`src/rtl/forwarding_hazard_unit_if.sv`:
```
// Pipeline-side bundle of the forwarding/hazard unit: the ID-stage instruction
// fields and pipeline controls in, and the EX operand selects and stall status out.
interface forwarding_hazard_unit_if #(
    parameter int REG_ADDR_WIDTH = 5,
    parameter int SEL_WIDTH      = 2,
    parameter int CNT_WIDTH      = 16
);
    logic                      id_valid;
    logic [REG_ADDR_WIDTH-1:0] id_rs;
    logic [REG_ADDR_WIDTH-1:0] id_rt;
    logic [REG_ADDR_WIDTH-1:0] id_rd;
    logic                      id_reg_write;
    logic                      id_mem_read;
    logic                      ex_flush;
    logic                      pipe_hold;
    logic [SEL_WIDTH-1:0]      forward_a;
    logic [SEL_WIDTH-1:0]      forward_b;
    logic                      stall_id;
    logic [CNT_WIDTH-1:0]      stall_count;

    modport master (
        output id_valid, id_rs, id_rt, id_rd, id_reg_write, id_mem_read,
        output ex_flush, pipe_hold,
        input  forward_a, forward_b, stall_id, stall_count
    );

    modport slave (
        input  id_valid, id_rs, id_rt, id_rd, id_reg_write, id_mem_read,
        input  ex_flush, pipe_hold,
        output forward_a, forward_b, stall_id, stall_count
    );
endinterface

```
`src/rtl/forwarding_hazard_unit.sv`:
```
// Operand forwarding and load-use stall detection, driven from a private shadow
// pipeline of ID-stage fields (slot 0 = EX consumer, slots 1..N = producers).
module forwarding_hazard_unit #(
    parameter int REG_ADDR_WIDTH = 5,
    parameter int NUM_FWD_STAGES = 2,
    parameter int LOAD_LATENCY   = 1,
    parameter int SEL_WIDTH      = $clog2(NUM_FWD_STAGES + 1),
    parameter int CNT_WIDTH      = 16
) (
    input  logic                     clk,
    input  logic                     rst_n,
    forwarding_hazard_unit_if.slave  bus
);
    localparam int N = NUM_FWD_STAGES;

    if (NUM_FWD_STAGES < LOAD_LATENCY + 1) begin : g_bad_cfg
        $error("forwarding_hazard_unit: NUM_FWD_STAGES must be >= LOAD_LATENCY+1");
    end

    logic [N:0]                valid_reg;
    logic [N:0]                reg_write_reg;
    logic [N:0]                mem_read_reg;
    logic [REG_ADDR_WIDTH-1:0] rs_reg [0:N];
    logic [REG_ADDR_WIDTH-1:0] rt_reg [0:N];
    logic [REG_ADDR_WIDTH-1:0] rd_reg [0:N];
    logic [CNT_WIDTH-1:0]      stall_count_reg;

    logic                      stall;
    logic                      hazard;
    logic                      slot0_valid_next;
    logic [N:1]                prod_ok;
    logic [N:1]                hit_a;
    logic [N:1]                hit_b;
    logic [LOAD_LATENCY:0]     haz_vec;
    logic [SEL_WIDTH-1:0]      fwd_a_next;
    logic [SEL_WIDTH-1:0]      fwd_b_next;

    // A stalled or flushed ID instruction enters EX as a bubble.
    assign slot0_valid_next = bus.id_valid & ~stall & ~bus.ex_flush;

    always_ff @(posedge clk or negedge rst_n) begin
        if (!rst_n) begin
            valid_reg[0]     <= 1'b0;
            reg_write_reg[0] <= 1'b0;
            mem_read_reg[0]  <= 1'b0;
            rs_reg[0]        <= '0;
            rt_reg[0]        <= '0;
            rd_reg[0]        <= '0;
        end else if (!bus.pipe_hold) begin
            valid_reg[0]     <= slot0_valid_next;
            reg_write_reg[0] <= bus.id_reg_write;
            mem_read_reg[0]  <= bus.id_mem_read;
            rs_reg[0]        <= bus.id_rs;
            rt_reg[0]        <= bus.id_rt;
            rd_reg[0]        <= bus.id_rd;
        end
    end

    for (genvar gi = 1; gi <= N; gi++) begin : g_slot
        always_ff @(posedge clk or negedge rst_n) begin
            if (!rst_n) begin
                valid_reg[gi]     <= 1'b0;
                reg_write_reg[gi] <= 1'b0;
                mem_read_reg[gi]  <= 1'b0;
                rs_reg[gi]        <= '0;
                rt_reg[gi]        <= '0;
                rd_reg[gi]        <= '0;
            end else if (!bus.pipe_hold) begin
                valid_reg[gi]     <= valid_reg[gi-1];
                reg_write_reg[gi] <= reg_write_reg[gi-1];
                mem_read_reg[gi]  <= mem_read_reg[gi-1];
                rs_reg[gi]        <= rs_reg[gi-1];
                rt_reg[gi]        <= rt_reg[gi-1];
                rd_reg[gi]        <= rd_reg[gi-1];
            end
        end

        // Load results only become forwardable once they are LOAD_LATENCY slots past EX.
        localparam bit LOAD_READY = (gi >= LOAD_LATENCY + 1);

        assign prod_ok[gi] = valid_reg[gi] & reg_write_reg[gi] & (rd_reg[gi] != '0)
                           & (~mem_read_reg[gi] | LOAD_READY);
        assign hit_a[gi]   = valid_reg[0] & prod_ok[gi] & (rd_reg[gi] == rs_reg[0]);
        assign hit_b[gi]   = valid_reg[0] & prod_ok[gi] & (rd_reg[gi] == rt_reg[0]);
    end

    // Scan from the farthest slot inward so the nearest matching producer wins.
    always_comb begin
        fwd_a_next = '0;
        fwd_b_next = '0;
        for (int k = N; k >= 1; k--) begin
            if (hit_a[k]) fwd_a_next = SEL_WIDTH'(k);
            if (hit_b[k]) fwd_b_next = SEL_WIDTH'(k);
        end
    end

    assign haz_vec[LOAD_LATENCY] = 1'b0;
    for (genvar gi = 0; gi < LOAD_LATENCY; gi++) begin : g_haz
        assign haz_vec[gi] = valid_reg[gi] & mem_read_reg[gi] & reg_write_reg[gi]
                           & (rd_reg[gi] != '0)
                           & ((rd_reg[gi] == bus.id_rs) | (rd_reg[gi] == bus.id_rt));
    end

    assign hazard = |haz_vec;
    assign stall  = hazard & bus.id_valid & ~bus.ex_flush;

    always_ff @(posedge clk or negedge rst_n) begin
        if (!rst_n) begin
            stall_count_reg <= '0;
        end else if (stall && !bus.pipe_hold && (stall_count_reg != '1)) begin
            stall_count_reg <= stall_count_reg + 1'b1;
        end
    end

    assign bus.forward_a   = fwd_a_next;
    assign bus.forward_b   = fwd_b_next;
    assign bus.stall_id    = stall;
    assign bus.stall_count = stall_count_reg;
endmodule

```
`src/flat_wrapper.sv`:
```
// flat-port wrapper written by rule: the top's interface ports become plain ports
module forwarding_hazard_unit_flat 
#(
    parameter int REG_ADDR_WIDTH = 5,
    parameter int NUM_FWD_STAGES = 2,
    parameter int LOAD_LATENCY   = 1,
    parameter int SEL_WIDTH      = $clog2(NUM_FWD_STAGES + 1),
    parameter int CNT_WIDTH      = 16
)
  (clk, rst_n, bus_id_valid, bus_id_rs, bus_id_rt, bus_id_rd, bus_id_reg_write, bus_id_mem_read, bus_ex_flush, bus_pipe_hold, bus_forward_a, bus_forward_b, bus_stall_id, bus_stall_count);
  forwarding_hazard_unit_if #(.REG_ADDR_WIDTH(REG_ADDR_WIDTH), .SEL_WIDTH(SEL_WIDTH), .CNT_WIDTH(CNT_WIDTH)) bus_i ();
  input  logic clk;
  input  logic rst_n;
  input wire logic [$bits(bus_i.id_valid)-1:0] bus_id_valid;
  input wire logic [$bits(bus_i.id_rs)-1:0] bus_id_rs;
  input wire logic [$bits(bus_i.id_rt)-1:0] bus_id_rt;
  input wire logic [$bits(bus_i.id_rd)-1:0] bus_id_rd;
  input wire logic [$bits(bus_i.id_reg_write)-1:0] bus_id_reg_write;
  input wire logic [$bits(bus_i.id_mem_read)-1:0] bus_id_mem_read;
  input wire logic [$bits(bus_i.ex_flush)-1:0] bus_ex_flush;
  input wire logic [$bits(bus_i.pipe_hold)-1:0] bus_pipe_hold;
  output wire logic [$bits(bus_i.forward_a)-1:0] bus_forward_a;
  output wire logic [$bits(bus_i.forward_b)-1:0] bus_forward_b;
  output wire logic [$bits(bus_i.stall_id)-1:0] bus_stall_id;
  output wire logic [$bits(bus_i.stall_count)-1:0] bus_stall_count;
  assign bus_i.id_valid = bus_id_valid;
  assign bus_i.id_rs = bus_id_rs;
  assign bus_i.id_rt = bus_id_rt;
  assign bus_i.id_rd = bus_id_rd;
  assign bus_i.id_reg_write = bus_id_reg_write;
  assign bus_i.id_mem_read = bus_id_mem_read;
  assign bus_i.ex_flush = bus_ex_flush;
  assign bus_i.pipe_hold = bus_pipe_hold;
  assign bus_forward_a = bus_i.forward_a;
  assign bus_forward_b = bus_i.forward_b;
  assign bus_stall_id = bus_i.stall_id;
  assign bus_stall_count = bus_i.stall_count;
  forwarding_hazard_unit #(.REG_ADDR_WIDTH(REG_ADDR_WIDTH), .NUM_FWD_STAGES(NUM_FWD_STAGES), .LOAD_LATENCY(LOAD_LATENCY), .SEL_WIDTH(SEL_WIDTH), .CNT_WIDTH(CNT_WIDTH)) u_core (.clk(clk), .rst_n(rst_n), .bus(bus_i));
endmodule
```
`config.mk`:
```
export PLATFORM = sky130hd
export DESIGN_NAME = forwarding_hazard_unit_flat
export DESIGN_NICKNAME = d
export VERILOG_FILES = /design/src/rtl/forwarding_hazard_unit_if.sv /design/src/rtl/forwarding_hazard_unit.sv /design/src/flat_wrapper.sv
export SDC_FILE = /design/constraint.sdc
export NUM_CORES = 1
export LEC_CHECK = 0
export ABC_AREA = 1
export CAP_MARGIN = 10
export CORE_UTILIZATION = 50
export DETAILED_ROUTE_END_ITERATION = 10
export GPL_TIMING_DRIVEN = 0
export PLACE_DENSITY = 0.87
export SYNTH_ARGS = -nofsm -noshare
export SYNTH_HDL_FRONTEND = slang
export SYNTH_SLANG_ARGS = --single-unit
```
`constraint.sdc`:
```
create_clock -name clk -period 3.19 [get_ports clk]
set_input_delay 0.638 -clock clk [delete_from_list [all_inputs] [get_ports clk]]
set_output_delay 0.638 -clock clk [all_outputs]
set_load 0.02 [all_outputs]
```
==> out/metrics.json, run 1 <==
{
  "top_level_ports": 43,
  "fin_nets": 434,
  "synth.cell_area_mm2": 0.00275,
  "power-per-cell-area_mw_per_mm2": 405,
  "synth-xor-area-share_pct": 9.23,
  "routedWlPerCell_um": 14.1,
  "rsz_0062_raised_after_global_routing": "false",
  "post_synth_inst_count": 362,
  "max_stage_delay_ns": 0.49,
  "remaining_drcs": 0,
  "die_height_um": 76.2,
  "dominantRegCellSynth": "dfrtp_1",
  "first_global_vias": 2468,
  "number_of_cells_after_detailed_placement": 474,
  "regArea_mm2": 0.00123,
  "ant_nets": 0,
  "final_min_period_over_clock_period_pct": 87.6,
  "asyncSetResetFlopFracSynth_pct": 100,
  "report.final.slew_viol_count": 0,
  "post_synthesis_register_bit_count": 49,
  "timing.fmax_mhz": 358,
  "final_cells": 482,
  "cts.root.buffer_cell": "clkbuf_8",
  "gp_congestion": 0.826,
  "worst-endpoint-required_ns": 2.55,
  "timing.setup.critical_path_class": "input port to output port",
  "slew-limit-headroom_pct": 66.5,
  "largest_register_ff_count": 16,
  "synth.net_count": 385,
  "grt_antenna_before_repair": 0,
  "timing.final.crit_period_ns": 2.79,
  "rows": 26,
  "die-width_um": 76.2,
  "end_kind": "output port",
  "vias_per_cell": 5.29,
  "worst-slew-pin-transition_ns": 0.503,
  "synth.avg_cell_area_um2": 7.60,
  "post_cts_setup_driven_buffer_insertion_count": 0,
  "yosys-mux-area-fraction_pct": 0,
  "htree_num_levels": 2,
  "synth_cell_types": 25,
  "drt_pre_antenna_iters": 4,
  "grt_first_pass_wirelength_um": 11400,
  "numClockSinks": 49,
  "post-place-ws_ns": 0.00671,
  "critical_path_peak_fanout": 9,
  "final-setup-viol-count": 0,
  "synth.largest_area_cell": "dfrtp_1",
  "grt_start_max_net_pins": 43,
  "grtUsageTotal_pct": 24.6,
  "initialDrtViolationCount": 141,
  "placeableCoreArea_mm2": 0.00520,
  "hold_buffers": 0,
  "irDropWorstVdd_uv": 247,
  "post_synthesis_simple_gate_area_fraction_pct": 34.1,
  "synth_edf_count": 0,
  "synthToLayoutAreaGrowth_pct": 23.1,
  "post-synth-top-count-cell": "nand2_1",
  "setup_total_negative_slack_ns": 0,
  "critical_path.startpoint_type": "input port",
  "total_clock_buffers_created_by_cts": 5,
  "critical_path.n_buffers_inverters": 4,
  "ys_seq_area_share_pct": 44.5,
  "grt_overflow": 0,
  "skew_ns": 0.00975,
  "dominant_combinational_cell_family_by_area_after_synthesis": "simple AND/OR/NAND/NOR gates",
  "worstPathArrival_ns": 2.16,
  "cts_max_path_buffers": 2,
  "maxCapViolCount": 0,
  "timing.critical_path.max_delay_family": "buffers and inverters",
  "finalWorstSetupSlack_ns": 0.397,
  "ys_warn_count": 0,
  "num-fill-cells": 440,
  "p_leak_nw": 1.65,
  "synth.top_cells.by_area": "dfrtp_1 45%, nand2_1 18%, nand4_1 5.9%",
  "flop_to_flop_setup_slack_ns": 1.43,
  "timing.critical_path.mode_cell": "nand2_1",
  "worstHoldPathType": "input port to async pin",
  "n_antenna_cell": 0,
  "finalHoldViolations": 0,
  "final_util_pct": 65.1,
  "drt_wl_total_um": 6780,
  "route.vias.total": 2551,
  "synthTopCellsByCount": "133 x nand2_1, 49 x dfrtp_1, 27 x inv_1",
  "timing.critical_path.cells": "clkdlybuf4s50_1 > inv_1 > nand2_1 > nand2_1 > nor2_1 > nand3_1 > nand2_4 > nand2_1 > inv_1 > dlymetal6s2s_1",
  "multi_input_comb_area_mm2": 0.00134,
  "dp_hpwl_um": 5050,
  "starting_density_of_the_core_pct": 52.9,
  "tritoncts": "yes",
  "share_of_post_route_cells_with_drive_strength_above_1_pct": 7.28,
  "synth_compound_area_share_pct": 4.73,
  "post-synth-top-area-fraction_pct": 44.5,
  "status": "finished clean",
  "clk_latency_ns": 0.30,
  "floorplan.die_area_mm2": 0.00581,
  "synth_adder_area_share_pct": 0.455,
  "io_buffers": 41,
  "critical-path-slowest-cell": "clkdlybuf4s50_1",
  "clk_pin_slew_worst_paths_ns": 0.09
}
[cells in the final DEF (no fill, tap or decap), types with 2 or more instances in the layout]
cell type and n:
nand4_1 26, inv_2 6, dfrtp_1 49, nand3_1 11, nor2_1 21, clkbuf_1 8, nand2_1 133, o21ai_0 25
buf_2 4, nand3b_1 2, inv_1 27, clkdlybuf4s50_1 39, xor2_1 11, nor3_1 8, clkbuf_8 6, xnor2_1 18
nand2_2 4
[metal layers]
metal / wire [um] / part of all wire [%] / GRT usage, %
met5: 0 / 0 / 0
met4: 116 / 1.7 / 7.50
met3: 254 / 3.7 / 4.55
met2: 3340 / 49 / 42.3
met1: 3070 / 45 / 31.5
[logic make-up (layout without fill, tap and decap cells)]
group / after synthesis / count (layout)
flops: 49 / 49
simple gates: 211 / 211
fa+ha+maj: 1 / 1
xor+xnor: 29 / 29
compound gates: 26 / 26
buf+inv: 46 / 96
[power breakdown]
group          switching (mW)  internal (mW)  total (mW)  leakage, nW
logic                   0.110         0.0904       0.200        0.957
clock network           0.197          0.256       0.453       0.0585
registers              0.0554          0.663       0.719        0.632
[worst paths after layout]
check                                                           start                                     to  depth (start not counted)
worst max register to register  u_core.bus.stall_count[0]$_DFFE_PN0P_  u_core.bus.stall_count[6]$_DFFE_PN0P_                          9
max in group asynchronous                                       rst_n          u_core.rs_reg[10]$_DFFE_PN0N_                          2
worst min register to register        u_core.valid_reg[2]$_DFFE_PN0N_        u_core.valid_reg[2]$_DFFE_PN0N_                          2
worst max-delay path                                     bus_id_rs[1]                           bus_stall_id                         10
worst min-delay path                                            rst_n          u_core.rs_reg[13]$_DFFE_PN0N_                          1
min in group clk                      u_core.valid_reg[2]$_DFFE_PN0N_        u_core.valid_reg[2]$_DFFE_PN0N_                          2
[final cells by class]
type,count,share of cell area (%)
buffer,11,1.66
clock buffer,7,2.55
clock inverter,1,0.886
inverter,35,3.95
multi-input combinational,267,39.6
sequential,49,36.2
tap,70,2.58
timing repair buffer,42,12.6
[per-stage QoR]
step                      hold slack, ns  instance area (um^2)  power, mW
final                              0.182                  3390       1.37
after global placement             0.468                  3250      0.910
after global routing               0.182                  3390       1.43
after floorplan                    0.342                  2750      0.840
after detailed placement           0.487                  3270      0.928
after CTS                          0.180                  3390       1.38
[repair_timing]
action                                  CTS  global route
hold endpoints to repair                  0             0
gates resized for setup                   1             1
cloned                                    0             0
endpoints found under the setup margin    1             1
No activity file was read; power rests on OpenSTA's default activity.
==> run 2, diff against run 1 <==
--- a/config.mk
+++ b/config.mk
@@ -8,6 +8,7 @@
 export ABC_AREA = 1
 export CAP_MARGIN = 10
 export CORE_UTILIZATION = 50
+export CTS_CLUSTER_DIAMETER = 80
 export DETAILED_ROUTE_END_ITERATION = 10
 export GPL_TIMING_DRIVEN = 0
 export PLACE_DENSITY = 0.87
==> results of run 2 <==
Same layout as run 1: the final DEF is identical, and so are final timing and power.
==> run 3, diff against run 2 <==
--- a/config.mk
+++ b/config.mk
@@ -6,12 +6,13 @@
 export NUM_CORES = 1
 export LEC_CHECK = 0
 export ABC_AREA = 1
+export ABC_CLOCK_PERIOD_IN_PS = 3190
 export CAP_MARGIN = 10
 export CORE_UTILIZATION = 50
 export CTS_CLUSTER_DIAMETER = 80
 export DETAILED_ROUTE_END_ITERATION = 10
-export GPL_TIMING_DRIVEN = 0
-export PLACE_DENSITY = 0.87
+export DONT_BUFFER_PORTS = 1
+export PLACE_DENSITY = 0.77
 export SYNTH_ARGS = -nofsm -noshare
 export SYNTH_HDL_FRONTEND = slang
 export SYNTH_SLANG_ARGS = --single-unit
==> out/metrics.json, run 3 (synthesis gave the netlist of run 1 again) <==
{
  "cts.root.buffer_cell": "clkbuf_8",
  "starting_density_of_the_core_pct": 52.9,
  "post_cts_setup_driven_buffer_insertion_count": 0,
  "final_cells": 434,
  "n_antenna_cell": 0,
  "largest_register_ff_count": 16,
  "vias_per_cell": 5.30,
  "critical-path-slowest-cell": "dfrtp_1",
  "worst-endpoint-required_ns": 2.55,
  "critical_path_peak_fanout": 5,
  "share_of_post_route_cells_with_drive_strength_above_1_pct": 7.69,
  "final_min_period_over_clock_period_pct": 75.8,
  "post-place-ws_ns": 0.956,
  "drt_pre_antenna_iters": 6,
  "status": "finished clean",
  "finalWorstSetupSlack_ns": 0.772,
  "final_util_pct": 56.5,
  "placeableCoreArea_mm2": 0.00520,
  "end_kind": "output port",
  "cts_max_path_buffers": 2,
  "finalHoldViolations": 0,
  "ant_nets": 0,
  "worst-slew-pin-transition_ns": 0.721,
  "report.final.slew_viol_count": 0,
  "number_of_cells_after_detailed_placement": 424,
  "rsz_0062_raised_after_global_routing": "false",
  "timing.critical_path.mode_cell": "nor3_1",
  "timing.critical_path.max_delay_family": "simple AND/OR/NAND/NOR gates",
  "skew_ns": 0.0188,
  "timing.setup.critical_path_class": "register to output port",
  "multi_input_comb_area_mm2": 0.00134,
  "grt_overflow": 0,
  "synthToLayoutAreaGrowth_pct": 6.91,
  "routedWlPerCell_um": 13.5,
  "worstHoldPathType": "input port to async pin",
  "route.vias.total": 2301,
  "final-setup-viol-count": 0,
  "timing.critical_path.cells": "nor3_1 > nand3_1 > nand4_1 > nor3_1 > buf_4 > nor2_1",
  "rows": 26,
  "setup_total_negative_slack_ns": 0,
  "critical_path.startpoint_type": "register",
  "drt_wl_total_um": 5860,
  "timing.fmax_mhz": 413,
  "grt_start_max_net_pins": 49,
  "maxCapViolCount": 0,
  "regArea_mm2": 0.00123,
  "die-width_um": 76.2,
  "htree_num_levels": 2,
  "timing.final.crit_period_ns": 2.42,
  "leading_cell_type_in_the_layout_fill_and_taps_excluded": "nand2_1",
  "initialDrtViolationCount": 109,
  "clk_latency_ns": 0.31,
  "remaining_drcs": 0,
  "tritoncts": "yes",
  "numClockSinks": 49,
  "grt_antenna_before_repair": 0,
  "grt_first_pass_wirelength_um": 10300,
  "total_clock_buffers_created_by_cts": 5,
  "floorplan.die_area_mm2": 0.00581,
  "io_buffers": 0,
  "placed_cell_area_mm2": 0.00281,
  "clk_pin_slew_worst_paths_ns": 0.11,
  "final_design_area_no_fill_mm2": 0.00294,
  "first_global_vias": 2202,
  "grtUsageTotal_pct": 22.3,
  "fin_nets": 386,
  "top_level_ports": 43,
  "layout_common_cells": "133 x nand2_1, 49 x dfrtp_1, 27 x inv_1, 26 x nand4_1, 25 x o21ai_0",
  "slew-limit-headroom_pct": 51.8,
  "num-fill-cells": 493,
  "max_stage_delay_ns": 0.45,
  "irDropWorstVdd_uv": 377,
  "critical_path.n_buffers_inverters": 1,
  "worstPathArrival_ns": 1.78,
  "p_leak_nw": 1.46,
  "die_height_um": 76.2,
  "dp_hpwl_um": 4160,
  "gp_congestion": 0.922,
  "power-per-cell-area_mw_per_mm2": 450
}
==> run 3: cell types whose count changed in the layout (fill, tap and decap cells not counted) <==
| cell | before | now |
|---|---|---|
| inv_6 | 0 | 2 |
| clkbuf_1 | 8 | 0 |
| dlymetal6s2s_1 | 1 | 0 |
| dlygate4sd3_1 | 0 | 2 |
| buf_4 | 0 | 3 |
| clkbuf_8 | 6 | 5 |
| buf_2 | 4 | 0 |
| nand2_4 | 1 | 0 |
| buf_12 | 1 | 0 |
| nand2_2 | 4 | 5 |
| buf_8 | 1 | 0 |
| clkdlybuf4s50_1 | 39 | 0 |
==> run 3: repair_timing <==
| item | in CTS | in global routing |
|---|---|---|
| hold buffers | 1 | 1 |
| hold endpoints to repair | 2 | 16 |
| gates resized for setup | 0 | 0 |
==> run 3: through the flow <==
step                hold WS [ns]  total power [mW]
detailed placement         0.344             0.871
global route             0.00107              1.39
finish                    0.0216              1.32
floorplan                  0.342             0.840
CTS                     0.000196              1.32
global placement           0.344             0.864
==> run 3: power breakdown <==
part	switching [mW]	total (mW)	internal (mW)	leakage (nW)
Sequential	0.0543	0.718	0.663	0.632
Combinational	0.0819	0.148	0.0661	0.772
Clock	0.219	0.459	0.239	0.0591
Total	0.356	1.32	0.969	1.46
==> run 3: path summary, 6_finish.rpt <==
path / slack [ns] / startpoint / cells after the start / to
setup / recovery: 0.77 / u_core.rd_reg[8]$_DFFE_PN0N_ / 6 / bus_forward_a[1]
hold / removal: 0.02 / rst_n / 0 / u_core.mem_read_reg[1]$_DFFE_PN0N_
setup reg to reg: 1.35 / u_core.bus.stall_count[0]$_DFFE_PN0P_ / 9 / u_core.bus.stall_count[5]$_DFFE_PN0P_
hold reg to reg: 0.48 / u_core.reg_write_reg[2]$_DFFE_PN0N_ / 2 / u_core.reg_write_reg[2]$_DFFE_PN0N_
max in group asynchronous: 1.91 / rst_n / 1 / u_core.rt_reg[13]$_DFFE_PN0N_
min in group clk: 0.42 / bus_pipe_hold / 1 / u_core.rd_reg[6]$_DFFE_PN0N_
==> run 3: per-layer routing <==
metal  vias to the layer above  GRT usage, %  share of wire, %
li1                       1159             -                 -
met1                      1079          31.5                49
met2                        57          34.4                44
met3                         6          5.27               5.3
met4                         0          5.96              0.94
met5                         -             0                 0
==> run 3: worst register-to-register path, delay by kind of cell, from the launching register on <==
family,cells,cell delay (ns)
fa+ha+maj,1,0.26
flops,1,0.53
simple gates,7,0.89
buf+inv,1,0.09
==> run 3: cell type report <==
type                            instances  share of cell area (%)
Tap cell                               70                    2.98
Inverter                               35                    4.55
Clock buffer                            5                    2.34
Timing Repair Buffer                    5                    1.45
Sequential cell                        49                    41.7
Clock inverter                          3                    1.62
Multi-Input combinational cell        267                    45.4
